--- config.mk ---
export PLATFORM = sky130hd
export DESIGN_NAME = xor_arbiter
export DESIGN_NICKNAME = d
export VERILOG_FILES = /design/src/rtl/xor_arbiter_pkg.sv /design/src/rtl/xor_unit.sv /design/src/rtl/xor_arbiter.sv
export SDC_FILE = /design/constraint.sdc
export NUM_CORES = 1
export LEC_CHECK = 0
export ABC_AREA = 1
export BUFFER_PORTS_ARGS = -buffer_cell sky130_fd_sc_hd__buf_2
export CORE_UTILIZATION = 48
export CTS_CLUSTER_DIAMETER = 60
export CTS_CLUSTER_SIZE = 24
export DETAILED_ROUTE_END_ITERATION = 8
export PLACE_DENSITY = 0.79
export SLEW_MARGIN = 20
export SYNTH_ARGS = -nofsm -noshare
export SYNTH_HDL_FRONTEND = slang
export SYNTH_SLANG_ARGS = --single-unit
--- constraint.sdc ---
create_clock -name clk -period 2.4 [get_ports clk]
set_input_delay 0.72 -clock clk [delete_from_list [all_inputs] [get_ports clk]]
set_output_delay 0.72 -clock clk [all_outputs]
set_load 0.02 [all_outputs]
--- src/rtl/xor_arbiter_pkg.sv ---
// Shared definitions for the xor_arbiter block: opcode values and FSM state encoding.
package xor_arbiter_pkg;

  localparam logic [1:0] OP_XOR  = 2'b00;
  localparam logic [1:0] OP_XNOR = 2'b01;
  localparam logic [1:0] OP_ALL  = 2'b10;
  localparam logic [1:0] OP_RSVD = 2'b11;

  typedef enum logic {
    ST_IDLE = 1'b0,
    ST_RESP = 1'b1
  } state_t;

endpackage

--- src/rtl/xor_unit.sv ---
// Shared W-bit bitwise logic unit (purely combinational).
// Ports:
//   a, b : operands (W bits)
//   op   : opcode (XOR, XNOR, XOR|XNOR, reserved)
//   y    : result (W bits); reserved opcode yields a^b
//   err  : high when the reserved opcode is presented
module xor_unit
  import xor_arbiter_pkg::*;
#(
  parameter int unsigned W = 4
) (
  input  logic [W-1:0] a,
  input  logic [W-1:0] b,
  input  logic [1:0]   op,
  output logic [W-1:0] y,
  output logic         err
);

  always_comb begin
    y   = a ^ b;
    err = 1'b0;
    case (op)
      OP_XOR:  y = a ^ b;
      OP_XNOR: y = ~(a ^ b);
      OP_ALL:  y = (a ^ b) | ~(a ^ b);
      OP_RSVD: err = 1'b1;
      default: err = 1'b0;
    endcase
  end

endmodule

--- src/rtl/xor_arbiter.sv ---
// Round-robin arbiter/sequencer sharing one xor_unit between two requesters.
// Grants one requester in IDLE, registers the result, holds it in RESP until
// the consumer accepts it, and counts completed responses modulo 256.
// Ports:
//   clk, rst_n                          : clock, async active-low reset
//   req{0,1}_valid/_ready/_a/_b/_op     : requester handshakes and payloads
//   rsp_valid, rsp_ready                : result handshake
//   rsp_data, rsp_id, rsp_err           : registered result, source index, reserved-op flag
//   busy                                : a result is being held
//   done_cnt                            : completed responses, wrapping
//   rsp_parity                          : XOR-reduction of rsp_data (only with XOR_ARBITER_PARITY_EN)
// Optional feature macro: XOR_ARBITER_PARITY_EN
module xor_arbiter
  import xor_arbiter_pkg::*;
#(
  parameter int unsigned W = 4
) (
  input  logic         clk,
  input  logic         rst_n,
  input  logic         req0_valid,
  output logic         req0_ready,
  input  logic [W-1:0] req0_a,
  input  logic [W-1:0] req0_b,
  input  logic [1:0]   req0_op,
  input  logic         req1_valid,
  output logic         req1_ready,
  input  logic [W-1:0] req1_a,
  input  logic [W-1:0] req1_b,
  input  logic [1:0]   req1_op,
  output logic         rsp_valid,
  input  logic         rsp_ready,
  output logic [W-1:0] rsp_data,
  output logic         rsp_id,
  output logic         rsp_err,
  output logic         busy,
  output logic [7:0]   done_cnt
`ifdef XOR_ARBITER_PARITY_EN
  ,
  output logic         rsp_parity
`endif
);

  state_t       state;
  logic         last_id;
  logic         accept;
  logic         gnt_id;
  logic [W-1:0] mux_a;
  logic [W-1:0] mux_b;
  logic [1:0]   mux_op;
  logic [W-1:0] unit_y;
  logic         unit_err;

  // Grant: a lone valid requester wins; on contention the one not served last wins.
  always_comb begin
    req0_ready = 1'b0;
    req1_ready = 1'b0;
    if (state == ST_IDLE) begin
      req0_ready = req0_valid & (~req1_valid | last_id);
      req1_ready = req1_valid & (~req0_valid | ~last_id);
    end
  end

  assign accept = req0_ready | req1_ready;
  assign gnt_id = req1_ready;

  assign mux_a  = gnt_id ? req1_a  : req0_a;
  assign mux_b  = gnt_id ? req1_b  : req0_b;
  assign mux_op = gnt_id ? req1_op : req0_op;

  xor_unit #(.W(W)) u_xor_unit (
    .a   (mux_a),
    .b   (mux_b),
    .op  (mux_op),
    .y   (unit_y),
    .err (unit_err)
  );

  // FSM, result registers and completion counter.
  always_ff @(posedge clk or negedge rst_n) begin
    if (!rst_n) begin
      state     <= ST_IDLE;
      last_id   <= 1'b1;
      rsp_valid <= 1'b0;
      rsp_data  <= '0;
      rsp_id    <= 1'b0;
      rsp_err   <= 1'b0;
      busy      <= 1'b0;
      done_cnt  <= 8'd0;
`ifdef XOR_ARBITER_PARITY_EN
      rsp_parity <= 1'b0;
`endif
    end else begin
      case (state)
        ST_IDLE: begin
          if (accept) begin
            state     <= ST_RESP;
            last_id   <= gnt_id;
            rsp_valid <= 1'b1;
            rsp_data  <= unit_y;
            rsp_id    <= gnt_id;
            rsp_err   <= unit_err;
            busy      <= 1'b1;
`ifdef XOR_ARBITER_PARITY_EN
            rsp_parity <= ^unit_y;
`endif
          end
        end
        ST_RESP: begin
          // Result payload is kept after the handshake until the next accept.
          if (rsp_ready) begin
            state     <= ST_IDLE;
            rsp_valid <= 1'b0;
            busy      <= 1'b0;
            done_cnt  <= done_cnt + 8'd1;
          end
        end
        default: begin
          state     <= ST_IDLE;
          rsp_valid <= 1'b0;
          busy      <= 1'b0;
        end
      endcase
    end
  end

endmodule

==> flow_summary.json, run 1 <==
{
  "final_common_cell": "nand2_1",
  "io_buffer_count": 42,
  "placementRows": 16,
  "fp.dieW_um": 49.9,
  "final_area_um2": 1370,
  "vias": 1091,
  "viasPerCell": 4.62,
  "synth.distinct_cells": 20,
  "syn-num-nets": 193,
  "timing.rr.start": "last_id",
  "end_kind": "output port",
  "antenna_found_initial": 0,
  "clk_pin_slew_ns": 0.10,
  "met2RoutedLength_um": 1190,
  "routed_wl_um": 2300,
  "synth_cells": 164,
  "slew_headroom": 0.748,
  "leakage_nw": 0.872,
  "route.met3.wl_um": 100,
  "hp-class": "in2async",
  "yosys.area_share.simple": 0.379,
  "crit_type": "in2out",
  "post_cts_buffers": 0,
  "clock.fmax_mhz": 484,
  "hold_viol": 0,
  "setup_viol": 0,
  "routedWlPerCell_um": 9.75,
  "synthToLayoutAreaGrowth_pct": 24.0,
  "grt_max_degree": 18,
  "grt_pass1_wl_um": 4280,
  "grt_pass1_vias": 1094,
  "highest_layer": "met4",
  "ant_nets": 0,
  "cp_max_fo": 6,
  "cts_resized": 0,
  "grt_usage": 0.225,
  "reg2regPathDepth": 10,
  "root_buffer": "clkbuf_4",
  "insertedDiodeCount": 0,
  "crit_start": "req0_valid",
  "fillers": 201,
  "fin_skew_ns": 0.00127,
  "ys_seq_area_frac": 0.387,
  "drt_iter0_drc": 20,
  "finalCriticalPeriod_ns": 2.07,
  "powerDensity_nw_per_um2": 1080,
  "dp_hpwl_um": 1890,
  "status": "finished clean",
  "floorplan.initialDensity": 0.535,
  "synth_top_family_by_area": "simple AND/OR/NAND/NOR gates",
  "synth_fa_ha_area_frac": 0.0454,
  "clockBufferDepth": 2,
  "min_period_over_period": 0.861,
  "rsz0062_at_grt": "false",
  "nets": 239,
  "drt-pass1-iter-count": 4,
  "peakVddDrop_v": 0.000640,
  "hold_ws_ns": 0.329,
  "tightest_slew_ns": 0.375,
  "synth_warnings": 0,
  "fin_tns_setup_ns": 0,
  "final_max_slew_viol_count": 0,
  "timing.critical_path.from_type": "primary input",
  "insertion_delay_ns": 0.29,
  "synth_compound_area_frac": 0.0182,
  "drc": 0,
  "ys_ff_latch": 17,
  "chipHeight_um": 49.9,
  "postCtsHoldBufs": 0,
  "dpl_cell_area_um2": 1340,
  "drt-met1-wl_um": 995,
  "overflow": 0,
  "syn_area_um2": 1100,
  "gp_congestion": 0.862,
  "cts_tree": "built",
  "arrival_ns": 1.35,
  "avgSynthCellArea_um2": 6.72,
  "crit_required_ns": 1.68,
  "maxCapViolCount": 0,
  "final_cell_mix": "nand2_1 (76), buf_2 (42), inv_1 (28)",
  "design.die.area_um2": 2490,
  "core_um2": 2060,
  "cts_made_buffers": 3,
  "io_pins": 43,
  "cts_sinks": 17,
  "synthMuxAreaShare": 0,
  "synth-xor-area-share": 0.0477,
  "h-tree-depth": 1,
  "final_layout_size_suffix_gt1_frac": 0.258
}
[final timing paths]
check | slack (ns) | end
setup / recovery | 0.33 | req1_ready
hold / removal | 0.33 | rsp_data[1]
setup reg to reg | 0.47 | rsp_data[0]
hold reg to reg | 0.48 | rsp_err
max in group asynchronous | 1.77 | last_id
min in group clk | 0.48 | rsp_err
[cell type report]
cell class	count	area (um^2)	area share
Sequential cell	17	427	0.312
Multi-Input combinational cell	112	541	0.396
Timing Repair Buffer	42	210	0.154
Tap cell	27	33.8	0.0247
Clock buffer	3	22.5	0.0165
Inverter	34	128	0.0934
Clock inverter	1	5.00	0.00366
[flip-flops by register name (all words and copies together) (netlist names)]
signal	count
done_cnt	8
rsp_data	4
busy	1
last_id	1
rsp_err	1
rsp_id	1
state	1
[cell usage after synthesis, drive strengths merged]
master / n / area, um^2
buf: 1 / 7.51
dfrtp: 16 / 400
o21ai: 4 / 20.0
clkinv: 4 / 15.0
ha: 4 / 50.1
nand3b: 1 / 7.51
dfstp: 1 / 26.3
or2: 1 / 6.26
xnor2: 1 / 8.76
nand3: 11 / 67.6
nor2: 4 / 22.5
nor3: 2 / 10.0
nand2: 79 / 304
xor2: 5 / 43.8
inv: 30 / 113
[metrics by stage]
| step | setup slack [ns] | power (mW) | util | instances |
|---|---|---|---|---|
| floorplan | 0.322 | 1.08 | - | 164 |
| global placement | 0.217 | 1.28 | 0.649 | 232 |
| detailed placement | 0.177 | 1.33 | 0.649 | 232 |
| CTS | 0.335 | 1.49 | 0.663 | 236 |
| global route | 0.273 | 1.62 | 0.663 | 236 |
| finish | 0.334 | 1.48 | 0.663 | 236 |
[per-layer routing]
| layer | GRT usage | vias up |
|---|---|---|
| met5 | 0 | - |
| met4 | 0.0714 | 0 |
| met3 | 0.0463 | 2 |
| met2 | 0.430 | 36 |
| met1 | 0.241 | 482 |
| li1 | - | 571 |
[where the power goes]
group | internal, mW | switching [mW] | total, mW
Clock | 0.0620 | 0.0908 | 0.153
Combinational | 0.274 | 0.535 | 0.809
Sequential | 0.422 | 0.0944 | 0.516
Total | 0.758 | 0.720 | 1.48
[logic make-up after synthesis]
kind of cell	Yosys count
compound gates	4
xor+xnor	6
fa+ha+maj	4
buf+inv	35
flops	17
simple gates	98
[worst max-delay path: stages]
cell,delay (ns)
buf_2,0.10
nand2_1,0.11
inv_1,0.08
nor2_4,0.13
buf_2,0.19
Power figures use the tool's default switching activity.
==> run 2, diff against run 1 <==
--- a/config.mk
+++ b/config.mk
@@ -7,10 +7,13 @@
 export LEC_CHECK = 0
 export ABC_AREA = 1
 export BUFFER_PORTS_ARGS = -buffer_cell sky130_fd_sc_hd__buf_2
+export CORE_ASPECT_RATIO = 0.9
 export CORE_UTILIZATION = 48
 export CTS_CLUSTER_DIAMETER = 60
 export CTS_CLUSTER_SIZE = 24
 export DETAILED_ROUTE_END_ITERATION = 8
+export GPL_ROUTABILITY_DRIVEN = 0
+export MAX_ROUTING_LAYER = met4
 export PLACE_DENSITY = 0.79
 export SLEW_MARGIN = 20
 export SYNTH_ARGS = -nofsm -noshare
==> flow_summary.json, run 2 (same netlist as run 1, synthesis figures left out) <==
{
  "status": "finished with violations",
  "violations": "DRC",
  "top_regs": "done_cnt (8), rsp_data (4)",
  "reg2regPathDepth": 10,
  "ant_nets": 0,
  "end_kind": "output port",
  "io_buffer_count": 42,
  "leakage_nw": 0.870,
  "grt_max_degree": 18,
  "drt_iter0_drc": 26,
  "routedWlPerCell_um": 10.1,
  "dp_hpwl_um": 1990,
  "sequentialPowerShare": 0.350,
  "cts_sinks": 17,
  "placementRows": 16,
  "cp_max_fo": 6,
  "worst_slack_ns": 0.347,
  "maxCapViolCount": 0,
  "crit_type": "in2out",
  "final_layout_size_suffix_gt1_frac": 0.254,
  "routed_wl_um": 2370,
  "io_pins": 43,
  "finalCriticalPeriod_ns": 2.05,
  "cpMostUsedCell": "buf_2",
  "r2r_setup_slack_ns": 0.43,
  "powerDensity_nw_per_um2": 1080,
  "reg2reg_to": "rsp_data[2]",
  "p_total_mw": 1.48,
  "post_cts_buffers": 0,
  "postCtsHoldBufs": 0,
  "antenna_found_initial": 0,
  "crit_chain": "buf_2 > nand2_1 > inv_1 > nor2_4 > buf_2",
  "power.share.clock": 0.101,
  "placedCellCount": 232,
  "clk_pin_slew_ns": 0.09,
  "fin_tns_setup_ns": 0,
  "clockBufferDepth": 2,
  "drt-met1-wl_um": 1030,
  "fp.dieW_um": 52.5,
  "highest_layer": "met4",
  "timing.rr.start": "last_id",
  "hold_viol": 0,
  "insertion_delay_ns": 0.28,
  "min_period_over_period": 0.856,
  "rsz0062_at_grt": "false",
  "critPathBufInv": 3,
  "route.met3.wl_um": 121,
  "pre_cts_slack_ns": 0.134,
  "arrival_ns": 1.33,
  "cell_internal_pwr_mw": 0.760,
  "timing.critical_path.from_type": "primary input",
  "viasPerCell": 4.66,
  "final_common_cell": "nand2_1",
  "tightest_slew_ns": 0.371,
  "hp-class": "in2async",
  "peakVddDrop_v": 0.000755,
  "vias": 1100,
  "overflow": 0,
  "p_sw_mw": 0.717,
  "cts_resized": 0,
  "final_max_slew_viol_count": 0,
  "clock.fmax_mhz": 487,
  "met2RoutedLength_um": 1190,
  "nets": 239,
  "top_register": "done_cnt",
  "p_sw_frac": 0.485,
  "grt_usage": 0.212,
  "p_comb_frac": 0.549,
  "synthToLayoutAreaGrowth_pct": 23.8,
  "drt-pass1-iter-count": 6,
  "design.die.area_um2": 2490,
  "fin_skew_ns": 0.00111,
  "drc": 2,
  "crit_slowest_cell": "buf_2",
  "largest_reg_flops": 8,
  "setup_viol": 0,
  "grt_pass1_vias": 990,
  "core_um2": 2160,
  "h-tree-depth": 1,
  "final_cells": 236,
  "root_buffer": "clkbuf_4",
  "cp_top_family": "buffers and inverters",
  "slew_headroom": 0.751,
  "floorplan.initialDensity": 0.510,
  "grt_pass1_wl_um": 3730,
  "slowest_delay_ns": 0.19,
  "chipHeight_um": 47.5,
  "crit_required_ns": 1.68,
  "cts_tree": "built",
  "final_cell_mix": "nand2_1 (76), buf_2 (42), inv_1 (28)",
  "cts_made_buffers": 3,
  "insertedDiodeCount": 0
}
## run 2: cell count changes in the layout (fill, tap and decap cells not counted), sizes merged
cell | before | now
clkbuf | 3 | 4
clkinv | 5 | 4
## run 2: worst max path at each step
| stage | from | endpoint | slack, ns | cells past startpoint |
|---|---|---|---|---|
| after floorplan | req0_valid | rsp_data[0] | 0.32 | 10 |
| after global placement | req0_valid | rsp_data[3] | 0.21 | 11 |
| after detailed placement | req0_valid | rsp_data[2] | 0.13 | 11 |
| after CTS | req0_valid | req1_ready | 0.34 | 5 |
| after global routing | req0_valid | req1_ready | 0.27 | 5 |
| final | req0_valid | req1_ready | 0.35 | 5 |
## run 2: worst register-to-register path: cells and delay by family, from the launching register on
family / cells / cell delay [ns]
flip-flops: 1 / 0.54
adder cells (fa/ha/maj): 1 / 0.31
AND/OR/NAND/NOR: 7 / 0.80
buffers and inverters: 1 / 0.11
AO/OA/AOI/OAI: 1 / 0.11
## run 2: power by group through the flow
stage	registers, mW	logic [mW]	clock network, mW
floorplan	0.644	0.439	0
global placement	0.508	0.775	0
detailed placement	0.520	0.811	0
CTS	0.515	0.817	0.149
global route	0.531	0.911	0.164
finish	0.517	0.812	0.149
## run 2: area by class of cell
type / instances / area (um^2)
tap: 27 / 33.8
inverter: 34 / 128
timing repair buffer: 42 / 210
sequential: 17 / 427
multi-input combinational: 112 / 541
fill: 195 / 797
clock buffer: 4 / 26.3
## run 2: metal layers
metal  vias up  GRT usage
li1        570          -
met1       485      0.225
met2        41      0.400
met3         4     0.0571
met4         0     0.0421
met5         -          -
## run 2: metrics by stage
step	area, um^2	hold WS (ns)	utilization
after global routing	1370	0.345	0.631
after global placement	1340	0.455	0.619
after detailed placement	1340	0.459	0.619
final	1370	0.337	0.631
after floorplan	1100	0.424	-
after CTS	1370	0.346	0.631
==> run 3, diff against run 2 <==
--- a/config.mk
+++ b/config.mk
@@ -14,8 +14,7 @@
 export DETAILED_ROUTE_END_ITERATION = 8
 export GPL_ROUTABILITY_DRIVEN = 0
 export MAX_ROUTING_LAYER = met4
-export PLACE_DENSITY = 0.79
-export SLEW_MARGIN = 20
+export PLACE_DENSITY = 0.75
 export SYNTH_ARGS = -nofsm -noshare
 export SYNTH_HDL_FRONTEND = slang
 export SYNTH_SLANG_ARGS = --single-unit
==> flow_summary.json, run 3 (same netlist as run 1, synthesis figures left out) <==
{
  "final_cell_mix": "nand2_1 (76), buf_2 (42), inv_1 (28)",
  "hold_viol": 0,
  "final_common_cell": "nand2_1",
  "status": "finished with violations",
  "final_cells": 236,
  "postCtsHoldBufs": 0,
  "rsz0062_at_grt": "false",
  "top_register": "done_cnt",
  "peakVddDrop_v": 0.000676,
  "dp_hpwl_um": 1850,
  "crit_type": "in2out",
  "violations": "DRC",
  "end_kind": "output port",
  "placedCellCount": 232,
  "timing.critical_path.from_type": "primary input",
  "floorplan.initialDensity": 0.510,
  "nets": 239,
  "synthToLayoutAreaGrowth_pct": 24.0,
  "slew_headroom": 0.747,
  "root_buffer": "clkbuf_4",
  "drt_iter0_drc": 20,
  "grt_usage": 0.206,
  "vias": 1087,
  "hp-class": "in2async",
  "ant_nets": 0,
  "design.die.area_um2": 2490,
  "setup_viol": 0,
  "fin_skew_ns": 0.00301,
  "drc": 2,
  "antenna_found_initial": 0,
  "hold_ws_ns": 0.323,
  "crit_chain": "buf_2 > nand2_1 > inv_1 > nor2_4 > buf_2",
  "crit_required_ns": 1.68,
  "final_core_util": 0.632,
  "fp.dieW_um": 52.5,
  "largest_reg_flops": 8,
  "critPathBufInv": 3,
  "cpMostUsedCell": "buf_2",
  "cts_tree": "built",
  "viasPerCell": 4.61,
  "grt_pass1_wl_um": 3640,
  "clock.fmax_mhz": 484,
  "placementRows": 16,
  "cp_max_fo": 6,
  "routed_wl_um": 2170,
  "cts_resized": 0,
  "routedWlPerCell_um": 9.18,
  "final_max_slew_viol_count": 0,
  "arrival_ns": 1.34,
  "clk_pin_slew_ns": 0.10,
  "insertedDiodeCount": 0,
  "cts_sinks": 17,
  "tightest_slew_ns": 0.377,
  "io_pins": 43,
  "clockBufferDepth": 2,
  "min_period_over_period": 0.860,
  "drt-pass1-iter-count": 6,
  "p_total_mw": 1.46,
  "crit_slowest_cell": "buf_2",
  "h-tree-depth": 1,
  "top_regs": "done_cnt (8), rsp_data (4)",
  "cp_top_family": "buffers and inverters",
  "io_buffer_count": 42,
  "leakage_nw": 0.872,
  "post_cts_buffers": 0,
  "powerDensity_nw_per_um2": 1070,
  "fillers": 223,
  "final_layout_size_suffix_gt1_frac": 0.258,
  "chipHeight_um": 47.5,
  "fin_tns_setup_ns": 0,
  "grt_pass1_vias": 916,
  "slowest_delay_ns": 0.19,
  "cts_made_buffers": 3,
  "finalCriticalPeriod_ns": 2.06,
  "core_um2": 2160,
  "maxCapViolCount": 0,
  "grt_max_degree": 18,
  "insertion_delay_ns": 0.29,
  "overflow": 0
}
==> run 3: changes by cell type in the layout (fill, tap and decap cells not counted), sizes merged <==
cell    change
clkbuf      -1
clkinv      +1
==> run 3: path summary, 6_finish.rpt <==
kind	startpoint	to	slack (ns)	cells past startpoint
min in group clk	rsp_id	rsp_id	0.48	2
setup / recovery	req0_valid	req1_ready	0.34	5
hold reg to reg	rsp_id	rsp_id	0.48	2
hold / removal	rst_n	rsp_id	0.32	1
max in group asynchronous	rst_n	last_id	1.77	1
setup reg to reg	last_id	rsp_data[3]	0.44	10
==> run 3: through the flow <==
stage | worst slack [ns] | cell area (um^2)
floorplan | 0.322 | 1100
global placement | 0.210 | 1340
detailed placement | 0.116 | 1340
CTS | 0.329 | 1370
global route | 0.218 | 1370
finish | 0.335 | 1370
==> run 3: layout make-up <==
cell class	instances	area, um^2	area share
tap	27	33.8	0.0247
multi-input combinational	112	541	0.396
clock buffer	3	22.5	0.0165
inverter	34	128	0.0934
sequential	17	427	0.312
clock inverter	1	5.00	0.00366
timing repair buffer	42	210	0.154
==> run 3: where the power goes <==
group	leakage, nW	total [mW]	switching (mW)	internal (mW)
sequential	0.199	0.506	0.0842	0.422
combinational	0.656	0.800	0.527	0.273
clock	0.0177	0.155	0.0927	0.0620
total	0.872	1.46	0.704	0.757
==> run 3: metal layers <==
metal / routed length [um] / share of wire / up-vias / track usage
met2: 977 / 0.45 / 34 / 0.316
met3: 130 / 0.060 / 2 / 0.0571
met1: 1050 / 0.48 / 482 / 0.271
li1: - / - / 569 / -
met5: 0 / 0 / - / -
met4: 9 / 0.0042 / 0 / 0.0474
